File: src/rtl/mux41_arbiter_pkg.sv
// Shared types for the round-robin mux arbiter.
// Arbiter states and requester count.
package mux41_arbiter_pkg;
  typedef enum logic {
    IDLE = 1'b0,
    XFER = 1'b1
  } state_t;

  localparam int NREQ = 4;
endpackage

File: src/rtl/mux41.sv
// Plain 4:1 datapath multiplexer.
// Select is expected to come from a register.
module mux41 #(
  parameter int WIDTH = 5
) (
  input  logic [WIDTH-1:0] D0,
  input  logic [WIDTH-1:0] D1,
  input  logic [WIDTH-1:0] D2,
  input  logic [WIDTH-1:0] D3,
  input  logic [1:0]       S,
  output logic [WIDTH-1:0] Y
);
  always_comb begin
    unique case (S)
      2'd0: Y = D0;
      2'd1: Y = D1;
      2'd2: Y = D2;
      2'd3: Y = D3;
    endcase
  end
endmodule

File: src/rtl/mux41_arbiter.sv
// Round-robin sequencer sharing one mux41
// among four requesters with a valid/ready output.
module mux41_arbiter
  import mux41_arbiter_pkg::*;
#(
  parameter int WIDTH = 5,
  parameter int CNTW  = 8
) (
  input  logic             clk,
  input  logic             rst_n,
  input  logic [3:0]       REQ,
  input  logic [WIDTH-1:0] D0,
  input  logic [WIDTH-1:0] D1,
  input  logic [WIDTH-1:0] D2,
  input  logic [WIDTH-1:0] D3,
  output logic [3:0]       ACK,
  output logic [3:0]       GNT,
  output logic [1:0]       S,
  output logic [WIDTH-1:0] Y,
  output logic             Y_VALID,
  input  logic             Y_READY,
  output logic [CNTW-1:0]  CNT
);
  state_t          state;
  state_t          nextState;
  logic [1:0]      sel;
  logic [1:0]      ptr;
  logic [1:0]      winner;
  logic [CNTW-1:0] cnt;
  logic            accept;
  logic            leave;

  // First set request after the last grant, wrapping.
  function automatic logic [1:0] rrPick(
    input logic [3:0] req,
    input logic [1:0] last
  );
    logic [1:0] idx;
    logic       found;
    rrPick = last;
    found  = 1'b0;
    for (int k = 1; k <= NREQ; k++) begin
      idx = last + 2'(k);
      if (!found && req[idx]) begin
        rrPick = idx;
        found  = 1'b1;
      end
    end
  endfunction

  assign winner = rrPick(REQ, ptr);
  assign accept = (state == XFER) && Y_READY;
  assign leave  = (state == XFER) &&
                  (Y_READY || !REQ[sel]);

  always_ff @(posedge clk or negedge rst_n) begin
    if (!rst_n) begin
      state <= IDLE;
    end else begin
      state <= nextState;
    end
  end

  always_comb begin
    nextState = state;
    unique case (state)
      IDLE: if (|REQ) nextState = XFER;
      XFER: if (leave) nextState = IDLE;
    endcase
  end

  always_ff @(posedge clk or negedge rst_n) begin
    if (!rst_n) begin
      sel <= 2'b00;
      ptr <= 2'b11;
      cnt <= '0;
    end else begin
      if ((state == IDLE) && (|REQ)) begin
        sel <= winner;
      end
      // Abort also advances ptr so a withdrawn requester loses its turn.
      if (leave) begin
        ptr <= sel;
      end
      if (accept) begin
        cnt <= cnt + 1'b1;
      end
    end
  end

  always_comb begin
    Y_VALID = 1'b0;
    GNT     = 4'b0000;
    ACK     = 4'b0000;
    if (state == XFER) begin
      Y_VALID = 1'b1;
      GNT     = 4'b0001 << sel;
      if (Y_READY) ACK = 4'b0001 << sel;
    end
  end

  assign S   = sel;
  assign CNT = cnt;

  mux41 #(
    .WIDTH(WIDTH)
  ) uMux (
    .D0(D0),
    .D1(D1),
    .D2(D2),
    .D3(D3),
    .S (sel),
    .Y (Y)
  );
endmodule

File: config.mk
export PLATFORM = sky130hd
export DESIGN_NAME = mux41_arbiter
export DESIGN_NICKNAME = d
export VERILOG_FILES = /design/src/rtl/mux41_arbiter_pkg.sv /design/src/rtl/mux41.sv /design/src/rtl/mux41_arbiter.sv
export SDC_FILE = /design/constraint.sdc
export NUM_CORES = 1
export LEC_CHECK = 0
export BUFFER_PORTS_ARGS = -buffer_cell sky130_fd_sc_hd__buf_2
export CAP_MARGIN = 15
export CORE_MARGIN = 2
export CORE_UTILIZATION = 25
export DETAILED_ROUTE_END_ITERATION = 6
export PLACE_DENSITY_LB_ADDON = 0.15
export SYNTH_ARGS = -nofsm -noshare
export SYNTH_HDL_FRONTEND = slang
export SYNTH_HIERARCHICAL = 1
export SYNTH_SLANG_ARGS = --single-unit
File: constraint.sdc
create_clock -name clk -period 2.5 [get_ports clk]
set_clock_uncertainty 0.15 [all_clocks]
set_input_delay 0 -clock clk [delete_from_list [all_inputs] [get_ports clk]]
set_output_delay 0 -clock clk [all_outputs]
set_load 0.02 [all_outputs]
Word-level counts from Yosys, hierarchy flattened:

Index checks and enable logic that the tools add are counted.

* register bits after elaboration: 13
* bits in latches: 0
* RAM bits: 0
* memory bits (read-only): 0
* bits of input ports: 27
* output and inout bits: 24
* logic and storage cells: 56
* memories: 0

* add/sub/neg operators: 4
* multipliers: 0
* div/mod/pow operators: 0
* magnitude comparators: 5
* equal/unequal tests: 3
* shift operators: 1
* mux-type cells: 25
* bitwise gates (word level): 1
* reduce and logical (&&, ||, !) cells: 13

Operators by type and width (count)
* $pmux 5 s4: 1
* $lt 2x3->1 const B: 5
* $mux 4: 3
* $mux 1: 11
* $bmux 1 s2: 5
* $add 8x1->8 const B: 1
* $mux 2: 4
* $logic_and 1x1->1: 6
* $add 2x2->2 const B: 2
* $eq 2x2->1 const B: 2
* $logic_not 1->1: 4
* $reduce_or 4->1: 1
* $shl 1x2->4 const A: 1
* $add 2x1->2 const B: 1
* $eq 2x1->1 const B: 1
* $logic_not 2->1: 1
* $pmux 1 s2: 1
* $logic_or 1x1->1: 1
* $not 1->1: 1

Longest topological paths before layout:

Gate-level depths: netlist (run 1).

* word-level depth: 13
* mapped depth: 5
* depth with buffers taken out: 4

Modules after synthesis:

Netlist (run 1), hierarchy kept.

Modules (own cells, without submodules)
* mux41_arbiter: times used 1, cells an instance 82, area each 803.3 um^2, sequential area each 327.8 um^2
* mux41: times used 1, cells an instance 6, area each 123.9 um^2, sequential area each 0.0 um^2

Worst setup path before layout (run 1):

No wires, ideal clock.

* path kind: register -> register
* start point: register sel[1] (netlist: S[1])
* end point: register ptr[1]
* arrival time: 1527 ps
* required time: 2268 ps
* path slack: 740 ps
* stages on the path, launching flop included: 6
* buffers on the path: 1
* cell sequence: dfrtp_1 -> buf_6 -> mux2_4 -> o21bai_4 -> o21ai_2 -> mux2_4

* cells in the longest elaborated chain, start to end: 5

RTL lines
* from (decl): RTL line mux41_arbiter.sv:26 `logic [1:0] sel;`
* from (signal assigned): RTL line mux41_arbiter.sv:79 `sel <= winner;`
* $bmux 1 s2: RTL line mux41_arbiter.sv:54 `(Y_READY || !REQ[sel]);`
* $mux 1 (implied by the code): RTL line mux41_arbiter.sv:54
* $logic_not 1->1: RTL line mux41_arbiter.sv:54
* $logic_or 1x1->1: RTL line mux41_arbiter.sv:54
* $logic_and 1x1->1: RTL line mux41_arbiter.sv:53 `assign leave = (state == XFER) &&`
* to (signal assigned): RTL line mux41_arbiter.sv:83 `ptr <= sel;`
* to (decl): RTL line mux41_arbiter.sv:27 `logic [1:0] ptr;`

Several ways; a longest one is shown, not always the timed one. The select of a mux whose other input is x is not followed.
A chain may end at the register's enable or synchronous reset.

Final worst setup path (run 1):

* start point: register sel[0] (netlist: S[0])
* end point: output port Y[0]

* cells in the longest elaborated chain, start to end: 2
* elaborated cells on any way between the ends: 5

RTL lines
* $eq 2x2->1, or another cell as far along: RTL line mux41.sv:14 `unique case (S)`
* $pmux 5 s4 (*): RTL line mux41.sv:14
* to (decl): RTL line mux41_arbiter.sv:19 `output logic [WIDTH-1:0] Y,`

Every way passes the cells marked *; elsewhere a longest branch is shown, timed or not.

==> results of run 1 <==
cells in the mapped netlist:
cell type	number	area share [%]
nand4_1	2	1.3
nand2b_1	1	0.68
and3_1	1	0.68
dfstp_2	2	5.7
ha_1	1	1.3
buf_4	1	0.81
nor3_1	1	0.54
buf_6	3	3.6
o31ai_1	1	0.81
mux2i_1	2	2.2
and2_2	1	0.81
o21bai_4	1	2.0
clkbuf_1	1	0.40
nand2_1	8	3.2
a21oi_1	4	2.2
nor2b_1	3	2.0
nand3b_1	1	0.81
o22ai_1	1	0.68
o2bb2ai_1	1	0.94
nor3b_1	2	1.6
o21ai_0	1	0.54
mux2_4	2	3.2
xnor2_1	4	3.8
nor2_1	13	5.3
mux4_2	5	12
inv_1	2	0.81
mux2_2	2	2.4
nand4_2	1	1.3
xor2_1	3	2.8
o221a_2	1	1.2
o21ai_2	1	0.94
o41ai_1	1	0.94
a22oi_1	1	0.81
and2_1	1	0.68
o221ai_1	1	0.94
dfrtp_1	11	30
worst max path at each step:
stage / start / end / slack [ps] / cells past startpoint
2_1_floorplan: S[1] / ptr[1] / 740 / 5
3_3_place_gp: S[1] / ptr[1] / 810 / 4
3_5_place_dp: S[1] / ptr[1] / 740 / 4
4_1_cts: S[0] / Y[0] / 620 / 2
5_1_grt: S[0] / Y[3] / 550 / 2
6_report: S[0] / Y[0] / 650 / 2
power breakdown:
part           switching [µW]  internal [µW]
sequential                197            312
combinational             416            372
clock                    74.8            110
total                     687            793
cells by family after synthesis:
family,after synthesis,synth area share [%]
buffers and inverters,7,5.67
multiplexers,11,20.0
AND/OR/NAND/NOR,35,19.0
flip-flops,13,35.4
adder cells (fa/ha/maj),1,1.35
AO/OA/AOI/OAI,14,12.0
XOR/XNOR,7,6.61
layer usage:
layer	up-vias	wire length (µm)	share of wire [%]
li1	424	-	-
met1	425	883	39
met2	32	1140	50
met3	2	230	10
met4	0	18	0.79
met5	-	0	0
cell type report:
| cell class | count | area [µm²] | area share [%] |
|---|---|---|---|
| Multi-Input combinational cell | 68 | 547 | 43.4 |
| Sequential cell | 13 | 328 | 26.0 |
| Timing Repair Buffer | 52 | 270 | 21.5 |
| Tap cell | 48 | 60.1 | 4.77 |
| Clock buffer | 3 | 41.3 | 3.28 |
| Inverter | 2 | 7.51 | 0.596 |
| Clock inverter | 1 | 5.00 | 0.398 |
flip-flops by register name, indices dropped and copies added, names as in the netlist:
register / cells
state: 1
CNT: 8
ptr: 2
S: 2
critical path, stage by stage (launching register included):
cell,delay [ps]
dfrtp_1,710
mux4_2,570
buf_2,170
timing repair:
item	CTS	global route
hold endpoints to repair	15	0
hold buffers	2	0
resized for setup	0	0
metrics by stage:
| stage | setup slack (ps) | cell area [µm²] |
|---|---|---|
| floorplan | 740 | 927 |
| global placement | 807 | 1190 |
| global route | 552 | 1260 |
| CTS | 619 | 1260 |
| finish | 654 | 1260 |
| detailed placement | 740 | 1190 |
placed cells by master (no fill, tap or decap), types with 2 or more instances in the layout:
master,instances
a21oi_1,4
buf_2,50
clkbuf_8,3
dfrtp_1,11
dfstp_2,2
dlygate4sd3_1,2
inv_1,2
mux2_2,2
mux2_4,2
mux2i_1,2
mux4_2,5
nand2_1,8
nand4_1,2
nor2_1,13
nor2b_1,3
nor3b_1,2
xnor2_1,4
xor2_1,3
==> impl_metrics.env, run 1 <==
export IMPL_grt_max_degree=14
export IMPL_dieArea_um2=4210
export IMPL_busiest_layer="met2"
export IMPL_drc=0
export IMPL_final_setup_viol_count=0
export IMPL_worstReg2RegStart="S[1]"
export IMPL_slew_headroom_pct=61.2
export IMPL_area_growth_pct=35.8
export IMPL_crit_path_end_kind="primary output"
export IMPL_clock_latency_ps=240
export IMPL_hold_viol_final=0
export IMPL_finalHoldWorstSlack_ps=4.50
export IMPL_status="finished, final reports clean"
export IMPL_ctsLongestPathBuffers=2
export IMPL_use_met2_pct=19.8
export IMPL_ys_seq_elements=13
export IMPL_yosys_warnings=6
export IMPL_clock_sinks=13
export IMPL_fp_row_count=22
export IMPL_final_layout_size_suffix_gt1_share_pct=50.4
export IMPL_grt_overflow=0
export IMPL_netlist_instances=88
export IMPL_fin_nets=168
export IMPL_coreArea_um2=3610
export IMPL_grt_pass1_wl_um=3720
export IMPL_grt_usage_pct=11.1
export IMPL_slew_violations=0
export IMPL_hp_start="REQ[2]"
export IMPL_synth_cell_area_um2=927
export IMPL_min_path_type="in2reg"
export IMPL_drt_wirelength_per_cell_um=12.2
export IMPL_cp_required_ps=2350
export IMPL_dr_pass1_iters=4
export IMPL_drt_iter0_markers=15
export IMPL_r2r_cells=4
export IMPL_antenna_found_initial=0
export IMPL_max_clock_freq_ghz=0.542
export IMPL_stdcell_count=187
export IMPL_post_place_cells=181
export IMPL_numCtsBuffers=3
export IMPL_maxCapViolCount=0
export IMPL_vias=883
export IMPL_cts_setup_buffers=0
export IMPL_path_max_fanout=12
export IMPL_cts_tree="yes"
export IMPL_power_uw=1480
export IMPL_clkSlewWorstSetupHoldPaths_ps=60
export IMPL_htree_num_levels=1
export IMPL_wl_um=2270
export IMPL_leakagePower_uw=0.000620
export IMPL_min_period_ps=1850
export IMPL_seq_area_frac_synth_pct=35.4
export IMPL_critPathLaunchType="flop"
export IMPL_first_global_vias=806
export IMPL_initial_core_util_pct=25.7
export IMPL_fill_cells=368
export IMPL_min_to="S[1]"
export IMPL_holdPathStages=3
export IMPL_grt_util_met1_pct=12.6
export IMPL_ant_nets=0
export IMPL_syn_nets=116
export IMPL_hpwlAfterDp_um=1800
export IMPL_period_share_pct=73.8
export IMPL_r2r_slack_ps=760
export IMPL_worst_slew_pin_slew_ps=582
export IMPL_reg2reg_to="ptr[1]"
export IMPL_vdd_drop_max_v=0.000291
export IMPL_worstPathArrival_ps=1700
export IMPL_setup_tns_ps=0
export IMPL_root_buffer="clkbuf_8"
export IMPL_syn_area_per_cell_um2=10.5
export IMPL_die_y_um=64.9
export IMPL_path_class="reg2out"
export IMPL_rsz0062_at_grt="false"
export IMPL_io_pins=51
export IMPL_n_antenna_cell=0
export IMPL_die_w_um=64.9
export IMPL_place_congestion=0.759
export IMPL_use_met3_pct=3.99
export IMPL_io_buffer_count=50
export IMPL_synth_cell_types=36
export IMPL_p_per_area_nw_per_um2=1180
export IMPL_via_per_inst=4.72
export IMPL_finish_utilization_pct=34.9
No activity file was read; power rests on OpenSTA's default activity.
==> inputs of run 2 (changes only) <==
clock period = 1.95 ns   (was 2.5 ns; I/O delays follow)
==> run 2 against run 1 <==
Highest routed layer unchanged; register-to-register slack worse by 320 ps; power up 30%; via count down 3.3%; first-iteration DRC count up 60%; worst setup slack worse by 510 ps; global-route usage down 0.66 points.
==> impl_metrics.env, run 2 (same netlist as run 1, synthesis figures left out) <==
export IMPL_hpwlAfterDp_um=1730
export IMPL_final_layout_size_suffix_gt1_share_pct=50.4
export IMPL_final_cell_mix="50 x buf_2, 13 x nor2_1, 11 x dfrtp_1, 8 x nand2_1, 5 x mux4_2"
export IMPL_power_uw=1920
export IMPL_path_max_fanout=12
export IMPL_slew_violations=0
export IMPL_grt_usage_pct=10.5
export IMPL_pwr_share_comb_pct=56.8
export IMPL_final_setup_viol_count=0
export IMPL_final_area_um2=1270
export IMPL_max_clock_freq_ghz=0.555
export IMPL_wl_um=2170
export IMPL_antenna_found_initial=0
export IMPL_vdd_drop_max_v=0.000296
export IMPL_p_per_area_nw_per_um2=1510
export IMPL_cts_setup_buffers=0
export IMPL_vias=854
export IMPL_area_growth_pct=37.2
export IMPL_fp_row_count=22
export IMPL_cts_tree="yes"
export IMPL_largest_reg_flops=8
export IMPL_dr_pass1_iters=4
export IMPL_status="finished, final reports clean"
export IMPL_io_pins=51
export IMPL_die_y_um=64.9
export IMPL_slew_headroom_pct=64.4
export IMPL_leakagePower_uw=0.000627
export IMPL_drt_wirelength_per_cell_um=11.5
export IMPL_clock_power_share_pct=12.0
export IMPL_min_period_ps=1800
export IMPL_grt_overflow=0
export IMPL_drt_iter0_markers=24
export IMPL_grt_max_degree=14
export IMPL_n_antenna_cell=0
export IMPL_drc=0
export IMPL_critPathLaunchType="flop"
export IMPL_clkSlewWorstSetupHoldPaths_ps=50
export IMPL_worstPathArrival_ps=1650
export IMPL_intPower_uw=1050
export IMPL_numCtsBuffers=3
export IMPL_ctsLongestPathBuffers=2
export IMPL_min_path_type="in2async"
export IMPL_fin_nets=170
export IMPL_grt_pass1_wl_um=3490
export IMPL_coreArea_um2=3610
export IMPL_via_per_inst=4.52
export IMPL_dpl_cell_area_um2=1210
export IMPL_io_buffer_count=50
export IMPL_cp_required_ps=1800
export IMPL_rsz0062_at_grt="false"
export IMPL_switching_share_pct=45.4
export IMPL_clock_sinks=13
export IMPL_cts_resized=0
export IMPL_netSwitchingPower_uw=871
export IMPL_period_share_pct=92.4
export IMPL_layout_commonest_cell="buf_2"
export IMPL_crit_path_end_kind="primary output"
export IMPL_hold_viol_final=0
export IMPL_root_buffer="clkbuf_8"
export IMPL_seq_power_share_pct=31.2
export IMPL_first_global_vias=794
export IMPL_holdBufCountCts=2
export IMPL_ant_nets=0
export IMPL_path_class="reg2out"
export IMPL_place_congestion=0.772
export IMPL_dp_worst_setup_slack_ps=377
export IMPL_die_w_um=64.9
export IMPL_finish_utilization_pct=35.3
export IMPL_dieArea_um2=4210
export IMPL_htree_num_levels=1
export IMPL_clock_latency_ps=240
export IMPL_initial_core_util_pct=25.7
export IMPL_worst_slew_pin_slew_ps=533
export IMPL_maxCapViolCount=0
export IMPL_setup_tns_ps=0
export IMPL_post_route_worst_setup_slack_ps=149
## run 2: cell count changes in the layout (fill, tap and decap cells not counted)
| cell | before | now |
|---|---|---|
| clkbuf_1 | 0 | 1 |
| clkinv_2 | 1 | 0 |
| buf_4 | 0 | 2 |
## run 2: area by class of cell
class                           instances  area (µm²)
Inverter                                2        7.51
Timing Repair Buffer                   54         285
Clock buffer                            4        45.0
Sequential cell                        13         328
Tap cell                               48        60.1
Fill cell                             371        2330
Multi-Input combinational cell         68         547
## run 2: metrics by stage
step,instances,hold slack (ps)
2_1_floorplan,88,-446
3_3_place_gp,183,-246
3_5_place_dp,183,-247
4_1_cts,189,28.4
5_1_grt,189,27.4
6_report,189,23.9
## run 2: worst max-delay path: stages (launching register included)
cell and delay (ps):
dfrtp_1 670, mux4_2 560, buf_2 170
## run 2: final timing paths
path | slack (ps) | from | depth (start not counted) | to
worst max-delay path | 150 | S[0] | 2 | Y[3]
worst min-delay path | 20 | rst_n | 2 | CNT[6]
worst max register to register | 440 | S[0] | 3 | ptr[1]
worst min register to register | 310 | CNT[7] | 1 | CNT[7]
max in group asynchronous | 1340 | rst_n | 2 | ptr[0]
min in group clk | 30 | REQ[2] | 3 | S[1]
## run 2: power by group through the flow
stage,combinational (µW),clock [µW],sequential (µW)
2_1_floorplan,768,0,649
3_3_place_gp,1090,0,601
3_5_place_dp,1100,0,606
4_1_cts,1100,241,604
5_1_grt,1190,261,633
6_report,1090,231,598
## run 2: layer usage
| metal | GRT usage [%] | vias to the layer above | wire, µm |
|---|---|---|---|
| met1 | 12.1 | 398 | 891 |
| met2 | 18.4 | 31 | 1060 |
| met5 | 0 | - | 0 |
| met3 | 3.65 | 2 | 206 |
| li1 | - | 423 | - |
| met4 | 2.39 | 0 | 16 |
